**src/rtl/data_memory_arbiter_if.sv**
```systemverilog
// Request/response bundle between the two requesters (A = load/store, B = debug/loader)
// and the data memory arbiter.
interface data_memory_arbiter_if;
   logic        a_req;
   logic        a_we;
   logic [31:0] a_addr;
   logic [31:0] a_wdata;
   logic        a_done;
   logic        a_err;
   logic [31:0] a_rdata;

   logic        b_req;
   logic        b_we;
   logic [31:0] b_addr;
   logic [31:0] b_wdata;
   logic        b_done;
   logic        b_err;
   logic [31:0] b_rdata;

   // Requester side.
   modport master (
      output a_req, a_we, a_addr, a_wdata,
      output b_req, b_we, b_addr, b_wdata,
      input  a_done, a_err, a_rdata,
      input  b_done, b_err, b_rdata
   );

   // Arbiter side.
   modport slave (
      input  a_req, a_we, a_addr, a_wdata,
      input  b_req, b_we, b_addr, b_wdata,
      output a_done, a_err, a_rdata,
      output b_done, b_err, b_rdata
   );
endinterface

```
**src/rtl/data_memory_arbiter.sv**
```systemverilog
// Two-port arbiter/sequencer for the single-cycle data memory (IDLE -> ACCESS -> RESP).
// Define MEM_ARB_ROUND_ROBIN_EN for round-robin arbitration; default is fixed priority A > B.
module data_memory_arbiter #(
   parameter int unsigned MEM_WORDS = 256
) (
   input  logic                 clk,
   input  logic                 rst_n,
   data_memory_arbiter_if.slave req_if,
   output logic [31:0]          mem_address,
   output logic [31:0]          mem_write_data,
   output logic                 mem_read,
   output logic                 mem_write,
   input  logic [31:0]          mem_read_data,
   output logic [1:0]           state_dbg
);

   // Handshake: a requester raises req with we/addr/wdata and holds it until its done
   // pulses for one cycle; it drops req the cycle after done. A req still high in IDLE
   // is a new request. The loser of arbitration simply keeps waiting, no acknowledge.
   typedef enum logic [1:0] {
      IDLE   = 2'd0,
      ACCESS = 2'd1,
      RESP   = 2'd2
   } state_t;

   state_t      state;
   logic        lat_owner;   // 0 = port A, 1 = port B
   logic        lat_we;
   logic        lat_err;

   logic        req_any;
   logic        grant_b;
   logic        sel_we;
   logic [31:0] sel_addr;
   logic [31:0] sel_wdata;
   logic        sel_oor;

`ifdef MEM_ARB_ROUND_ROBIN_EN
   logic        last_grant;  // 1 = B was granted last, so A wins the next tie
`endif

   always_comb begin
      req_any = req_if.a_req | req_if.b_req;
`ifdef MEM_ARB_ROUND_ROBIN_EN
      if (req_if.a_req && req_if.b_req) begin
         grant_b = ~last_grant;
      end else begin
         grant_b = req_if.b_req;
      end
`else
      grant_b = ~req_if.a_req;
`endif
      sel_we    = grant_b ? req_if.b_we    : req_if.a_we;
      sel_addr  = grant_b ? req_if.b_addr  : req_if.a_addr;
      sel_wdata = grant_b ? req_if.b_wdata : req_if.a_wdata;
      sel_oor   = (sel_addr >= MEM_WORDS);
   end

   assign state_dbg = state;

   // mem_address/mem_write_data double as the address/data latch for the access.
   always_ff @(posedge clk or negedge rst_n) begin
      if (!rst_n) begin
         state          <= IDLE;
         lat_owner      <= 1'b0;
         lat_we         <= 1'b0;
         lat_err        <= 1'b0;
         mem_address    <= '0;
         mem_write_data <= '0;
         mem_read       <= 1'b0;
         mem_write      <= 1'b0;
         req_if.a_done  <= 1'b0;
         req_if.a_err   <= 1'b0;
         req_if.a_rdata <= '0;
         req_if.b_done  <= 1'b0;
         req_if.b_err   <= 1'b0;
         req_if.b_rdata <= '0;
`ifdef MEM_ARB_ROUND_ROBIN_EN
         last_grant     <= 1'b1;
`endif
      end else begin
         case (state)
            IDLE: begin
               if (req_any) begin
                  lat_owner <= grant_b;
                  lat_we    <= sel_we;
                  lat_err   <= sel_oor;
`ifdef MEM_ARB_ROUND_ROBIN_EN
                  last_grant <= grant_b;
`endif
                  if (!sel_oor) begin
                     mem_address    <= sel_addr;
                     mem_write_data <= sel_wdata;
                     mem_read       <= ~sel_we;
                     mem_write      <= sel_we;
                  end
                  state <= ACCESS;
               end
            end
            ACCESS: begin
               mem_read  <= 1'b0;
               mem_write <= 1'b0;
               // An errored read returns zero; a write leaves rdata untouched.
               if (!lat_we) begin
                  if (lat_owner) begin
                     req_if.b_rdata <= lat_err ? 32'h0 : mem_read_data;
                  end else begin
                     req_if.a_rdata <= lat_err ? 32'h0 : mem_read_data;
                  end
               end
               if (lat_owner) begin
                  req_if.b_done <= 1'b1;
                  req_if.b_err  <= lat_err;
               end else begin
                  req_if.a_done <= 1'b1;
                  req_if.a_err  <= lat_err;
               end
               state <= RESP;
            end
            RESP: begin
               req_if.a_done <= 1'b0;
               req_if.a_err  <= 1'b0;
               req_if.b_done <= 1'b0;
               req_if.b_err  <= 1'b0;
               state         <= IDLE;
            end
            default: begin
               state <= IDLE;
            end
         endcase
      end
   end

endmodule

```
**src/flat_wrapper.sv**
```systemverilog
// flat-port wrapper written by rule: the top's interface ports become plain ports
module data_memory_arbiter_flat 
#(
   parameter int unsigned MEM_WORDS = 256
)
  (clk, rst_n, mem_address, mem_write_data, mem_read, mem_write, mem_read_data, state_dbg, req_if_a_req, req_if_a_we, req_if_a_addr, req_if_a_wdata, req_if_b_req, req_if_b_we, req_if_b_addr, req_if_b_wdata, req_if_a_done, req_if_a_err, req_if_a_rdata, req_if_b_done, req_if_b_err, req_if_b_rdata);
  data_memory_arbiter_if req_if_i ();
  input  logic clk;
  input  logic rst_n;
  output logic [31:0] mem_address;
  output logic [31:0] mem_write_data;
  output logic mem_read;
  output logic mem_write;
  input  logic [31:0] mem_read_data;
  output logic [1:0] state_dbg;
  input wire logic [$bits(req_if_i.a_req)-1:0] req_if_a_req;
  input wire logic [$bits(req_if_i.a_we)-1:0] req_if_a_we;
  input wire logic [$bits(req_if_i.a_addr)-1:0] req_if_a_addr;
  input wire logic [$bits(req_if_i.a_wdata)-1:0] req_if_a_wdata;
  input wire logic [$bits(req_if_i.b_req)-1:0] req_if_b_req;
  input wire logic [$bits(req_if_i.b_we)-1:0] req_if_b_we;
  input wire logic [$bits(req_if_i.b_addr)-1:0] req_if_b_addr;
  input wire logic [$bits(req_if_i.b_wdata)-1:0] req_if_b_wdata;
  output wire logic [$bits(req_if_i.a_done)-1:0] req_if_a_done;
  output wire logic [$bits(req_if_i.a_err)-1:0] req_if_a_err;
  output wire logic [$bits(req_if_i.a_rdata)-1:0] req_if_a_rdata;
  output wire logic [$bits(req_if_i.b_done)-1:0] req_if_b_done;
  output wire logic [$bits(req_if_i.b_err)-1:0] req_if_b_err;
  output wire logic [$bits(req_if_i.b_rdata)-1:0] req_if_b_rdata;
  assign req_if_i.a_req = req_if_a_req;
  assign req_if_i.a_we = req_if_a_we;
  assign req_if_i.a_addr = req_if_a_addr;
  assign req_if_i.a_wdata = req_if_a_wdata;
  assign req_if_i.b_req = req_if_b_req;
  assign req_if_i.b_we = req_if_b_we;
  assign req_if_i.b_addr = req_if_b_addr;
  assign req_if_i.b_wdata = req_if_b_wdata;
  assign req_if_a_done = req_if_i.a_done;
  assign req_if_a_err = req_if_i.a_err;
  assign req_if_a_rdata = req_if_i.a_rdata;
  assign req_if_b_done = req_if_i.b_done;
  assign req_if_b_err = req_if_i.b_err;
  assign req_if_b_rdata = req_if_i.b_rdata;
  data_memory_arbiter #(.MEM_WORDS(MEM_WORDS)) u_core (.clk(clk), .rst_n(rst_n), .req_if(req_if_i), .mem_address(mem_address), .mem_write_data(mem_write_data), .mem_read(mem_read), .mem_write(mem_write), .mem_read_data(mem_read_data), .state_dbg(state_dbg));
endmodule
```
**config.mk**
```make
export PLATFORM = sky130hd
export DESIGN_NAME = data_memory_arbiter_flat
export DESIGN_NICKNAME = d
export VERILOG_FILES = /design/src/rtl/data_memory_arbiter_if.sv /design/src/rtl/data_memory_arbiter.sv /design/src/flat_wrapper.sv
export SDC_FILE = /design/constraint.sdc
export NUM_CORES = 1
export LEC_CHECK = 0
export BUFFER_PORTS_ARGS = -buffer_cell sky130_fd_sc_hd__buf_2
export CORE_ASPECT_RATIO = 0.7
export CORE_MARGIN = 2
export CORE_UTILIZATION = 49
export DETAILED_ROUTE_END_ITERATION = 10
export HOLD_SLACK_MARGIN = 0.1
export PLACE_DENSITY_LB_ADDON = 0.25
export SYNTH_ARGS = -nofsm -noshare
export SYNTH_HDL_FRONTEND = slang
export SYNTH_SLANG_ARGS = --single-unit
```
**constraint.sdc**
```tcl
create_clock -name clk -period 5.75 [get_ports clk]
set_clock_uncertainty 0.15 [all_clocks]
set_input_delay 0.2875 -clock clk [delete_from_list [all_inputs] [get_ports clk]]
set_output_delay 0.2875 -clock clk [all_outputs]
set_load 0.02 [all_outputs]
```
# Yosys cells after proc, flatten, opt, wreduce, memory -nomap -nowiden
# Index checks and enable logic that the tools add are counted.
# op_classes
bitwise_logic	6
n_eq_ne	6
order_cmp	1
n_mux	20
reduce_logical	10
# op_table
cell	n
32-bit two-way mux	3
32-bit by 9-bit greater-or-equal comparator with 1-bit output (second input constant)	1
1-bit case mux with 2 select lines	6
3-bit AND reduction	4
1-bit two-way mux	9
2-bit AND reduction	3
1-bit inverter	5
2-bit by 1-bit inequality test with 1-bit output (second input constant)	2
2-bit inequality test (second input constant)	2
2-bit case mux with 2 select lines	1
2-bit nonzero test	2
2-bit by 1-bit equality test with 1-bit output (second input constant)	1
2-bit equality test (second input constant)	1
2-bit zero test	1
2-bit two-way mux	1
1-bit OR	1
# word_totals
regBits	139
output_inout_bits	136
wordCells	57
inputBits	166

# Depth between registers and ports, before layout
# depth
ltp_word	5
ltp_mapped	7
depth_no_buf	5

# Worst setup path after synthesis
# No wires, ideal clock.
# synth_timing
path_kind	input-to-reg
start	input port req_if_a_req
end	register u_core.mem_write_data[10]
path_slack_ps	3540
path_stages	6
path_buffers	2
setup_ps	125
arrival_time_ps	1935
required_ps	5475
path_cell_list	or4_1 > o41ai_2 > nand4_1 > buf_2 > buf_6 > mux2_4
# synth_between
elab_chain_len	4
elab_cells_between_ends	6
cone_classes	1 x order compare; 2 x mux; 2 x bitwise; 1 x reduce/logical
# synth_lines
element	line	text
from (decl)	flat_wrapper.sv:16	input wire logic [$bits(req_if_i.a_req)-1:0] req_if_a_req;
32-bit two-way mux	data_memory_arbiter.sv:54	sel_addr = grant_b ? req_if.b_addr : req_if.a_addr;
32-bit by 9-bit greater-or-equal comparator with 1-bit output	data_memory_arbiter.sv:56	sel_oor = (sel_addr >= MEM_WORDS);
1-bit inverter (no source line)	--	
3-bit AND reduction (no source line)	--	
to (signal assigned)	data_memory_arbiter.sv:93	mem_write_data <= sel_wdata;
to (decl)	data_memory_arbiter.sv:10	output logic [31:0] mem_write_data,
# Several ways; a longest one is shown, not always the timed one.
# A chain may end at the register's enable or synchronous reset.

# Worst setup path after layout
# layout_timing
start	input port req_if_a_req
end	register u_core.mem_write_data[27]
# Same word-level chain as after synthesis.

==> impl_metrics.json <==
{
  "syn-cell-area_um2": 5880,
  "finalSetupViolations": 0,
  "seqCellArea_um2": 3480,
  "period_minus_slack_ns": 2.91,
  "cts_made_buffers": 17,
  "clkTransAtPathRegs_ns": 0.06,
  "vias_per_cell": 5.08,
  "wl_per_cell_um": 17.8,
  "finalCritPeriodShare_pct": 50.7,
  "grt_pass1_vias": 5477,
  "nNetsFinal": 1049,
  "start_util_pct": 50.3,
  "grt_usage_pct": 29.0,
  "coreArea_um2": 11700,
  "max_slew_margin_pct": 20.6,
  "crit_path_start_kind": "input pin",
  "postSynth.asyncResetShare_pct": 100,
  "r2r_slack_ns": 3.37,
  "ys_warn_count": 0,
  "switching_share_pct": 35.8,
  "hold_slack_ns": 0.108,
  "dpl.hpwl_um": 12100,
  "critical_path.top_delay_family": "buffers and inverters",
  "synthToLayoutAreaGrowth_pct": 53.5,
  "drv_cap": 0,
  "routed_wl_um": 18800,
  "status": "finished, final reports clean",
  "ios": 302,
  "max_stage_delay_ns": 0.84,
  "whs_path_depth": 3,
  "grt_max_degree": 76,
  "crit_path_end_kind": "register",
  "drcViolationCount": 0,
  "slowest_stage": "buf_2",
  "hold_class": "in -> reg",
  "io_buffers": 301,
  "post-place-ws_ns": 2.42,
  "yosysTopAreaCell": "dfrtp_1",
  "p_sw_mw": 1.23,
  "multi_input_area_um2": 2250,
  "hold_violations": 0,
  "ys_seq_area_share_pct": 59.2,
  "rr_endpoint": "u_core.req_if.a_rdata[22]",
  "synth_top_area_share_pct": 59.2,
  "r2r_start": "u_core.state_dbg[1]",
  "drive_gt1_share_pct": 43.2,
  "grt-ovfl-total": 0,
  "path_buf_inv": 2,
  "drt.antenna.violating_nets": 0,
  "cts_resized": 0,
  "hold_path.startpoint": "req_if_a_wdata[16]",
  "gp_congestion": 0.923,
  "synth_nets": 661,
  "die-area_um2": 12900,
  "holdBufCountCts": 95,
  "clk-insertion-delay-late_ns": 0.40,
  "antenna_found_initial": 0,
  "p_seq_share_pct": 39.2,
  "vias": 5353,
  "power_mw": 3.43,
  "fp-row-count": 33,
  "rsz0062_at_grt": "no",
  "cts_tree": "built",
  "ff2ff_path_depth": 4,
  "utilization_pct": 77.2,
  "synth_edf_count": 0,
  "post_cts_buffers": 0,
  "leakagePower_nw": 4.84,
  "hold_end": "u_core.mem_write_data[16]",
  "combPwrFrac_pct": 29.1,
  "critPathMaxFanout": 65,
  "dominantRegCellSynth": "dfrtp_1",
  "num-fill-cells": 752,
  "ys_top_cells_by_area": "dfrtp_1, mux2_1, o21ai_1",
  "yosysUniqueCellTypes": 34,
  "drv_slew": 0,
  "htreeDepth": 4,
  "path_cells": "buf_2, or4b_1, o22a_1, nor4_2, nand4_1, buf_4, mux2_1",
  "intPower_mw": 2.21,
  "clkSinkCount": 139,
  "grt_pass1_wl_um": 28400,
  "die_h_um": 95.6,
  "fp.dieW_um": 135,
  "powerDensity_nw_per_um2": 381,
  "pwr-share-clk_pct": 31.7,
  "cts-root-buf": "clkbuf_16",
  "clockBufferDepth": 2,
  "ys_ff_latch": 139,
  "worst-endpoint-required_ns": 5.89,
  "antenna_cells": 0,
  "syn_inst": 495,
  "critPathKind": "in -> reg",
  "irDropWorstVdd_v": 0.000329,
  "firstDrtPassIters": 4,
  "worst_pin_slew_ns": 1.19,
  "setup_tns_ns": 0,
  "fmax_ghz": 0.343,
  "fin_ws_ns": 2.84,
  "syn_area_per_cell_um2": 11.9,
  "drtIter0Drc": 211,
  "arrival_ns": 3.05
}
cells in the final DEF (no fill, tap or decap), types with 2 or more instances in the layout:
cell type	n
inv_1	4
nor4_1	4
bufinv_16	2
dfrtp_1	139
nor2_1	8
a22oi_1	3
nand2_1	68
o21a_1	2
clkinv_4	5
clkbuf_16	17
nor3_1	3
buf_2	300
inv_6	3
clkinvlp_4	2
mux2_2	28
buf_4	2
and2_1	24
o21ai_0	3
dlygate4sd3_1	96
mux2_4	20
o21ai_1	64
mux2i_1	3
or4_1	3
clkinv_2	2
nand3_1	3
nand2b_1	34
mux2_1	32
a21oi_1	8
sequential cells by signal, indices dropped and copies added, names as in the netlist:
| register | count |
|---|---|
| u_core.req_if.b_rdata | 32 |
| u_core.mem_write | 1 |
| u_core.req_if.a_err | 1 |
| u_core.state_dbg | 2 |
| u_core.lat_err | 1 |
| u_core.req_if.b_done | 1 |
| u_core.mem_write_data | 32 |
| u_core.lat_owner | 1 |
| u_core.mem_address | 32 |
| u_core.lat_we | 1 |
| u_core.req_if.b_err | 1 |
| u_core.req_if.a_done | 1 |
| u_core.mem_read | 1 |
| u_core.req_if.a_rdata | 32 |
synth_stat cells (all sizes together), types with 3 or more instances:
cell type,count
dfrtp,139
mux2,80
nand2,69
o21ai,67
nand2b,34
and2,24
clkbuf,23
a21oi,8
nor2,8
buf,7
nor4,5
inv,4
a22oi,3
mux2i,3
nand3,3
nor3,3
or4,3
power groups by stage:
| stage | logic [mW] | clock network (mW) | registers [mW] |
|---|---|---|---|
| 2_1_floorplan | 0.293 | 0 | 1.59 |
| 3_3_place_gp | 0.899 | 0 | 1.33 |
| 3_5_place_dp | 0.931 | 0 | 1.35 |
| 4_1_cts | 0.988 | 1.10 | 1.34 |
| 5_1_grt | 1.08 | 1.15 | 1.37 |
| 6_report | 0.998 | 1.09 | 1.35 |
worst min-delay path, delay by kind of cell:
family	cells	cell delay (ns)
buf+inv	1	0.09
mux	2	0.25
through the flow:
step / instance area (µm²) / instances
2_1_floorplan: 5880 / 495
3_3_place_gp: 7470 / 925
3_5_place_dp: 7470 / 925
4_1_cts: 9010 / 1052
5_1_grt: 9020 / 1053
6_report: 9020 / 1053
layer usage:
| metal | GRT usage [%] | vias to the layer above | wire, µm |
|---|---|---|---|
| li1 | - | 2466 | - |
| met1 | 34.5 | 2609 | 7510 |
| met2 | 49.5 | 219 | 9270 |
| met3 | 8.51 | 59 | 1390 |
| met4 | 12.9 | 0 | 603 |
| met5 | 0 | - | 0 |
cell type report:
type	count	share of cell area, %
well taps	157	2.18
inverters	4	0.166
flip-flops and latches	139	38.6
repair buffers	399	27.6
clock buffers	17	4.72
multi-input cells	322	24.9
clock inverters	15	1.85
cells by family after synthesis:
group / after synthesis / synth area share, %
buf+inv: 34 / 2.60
flops: 139 / 59.2
mux: 83 / 17.1
compound gates: 85 / 7.82
simple gates: 154 / 13.3
how the worst max path moves through the flow:
stage,from,depth (start not counted),to
2_1_floorplan,req_if_a_req,6,u_core.mem_write_data[10]
3_3_place_gp,req_if_a_req,7,u_core.mem_write_data[3]
3_5_place_dp,req_if_a_req,7,u_core.mem_address[3]
4_1_cts,req_if_a_req,7,u_core.mem_address[3]
5_1_grt,req_if_a_req,7,u_core.mem_write_data[30]
6_report,req_if_a_req,7,u_core.mem_write_data[27]
(Power assumes the default switching activity.)
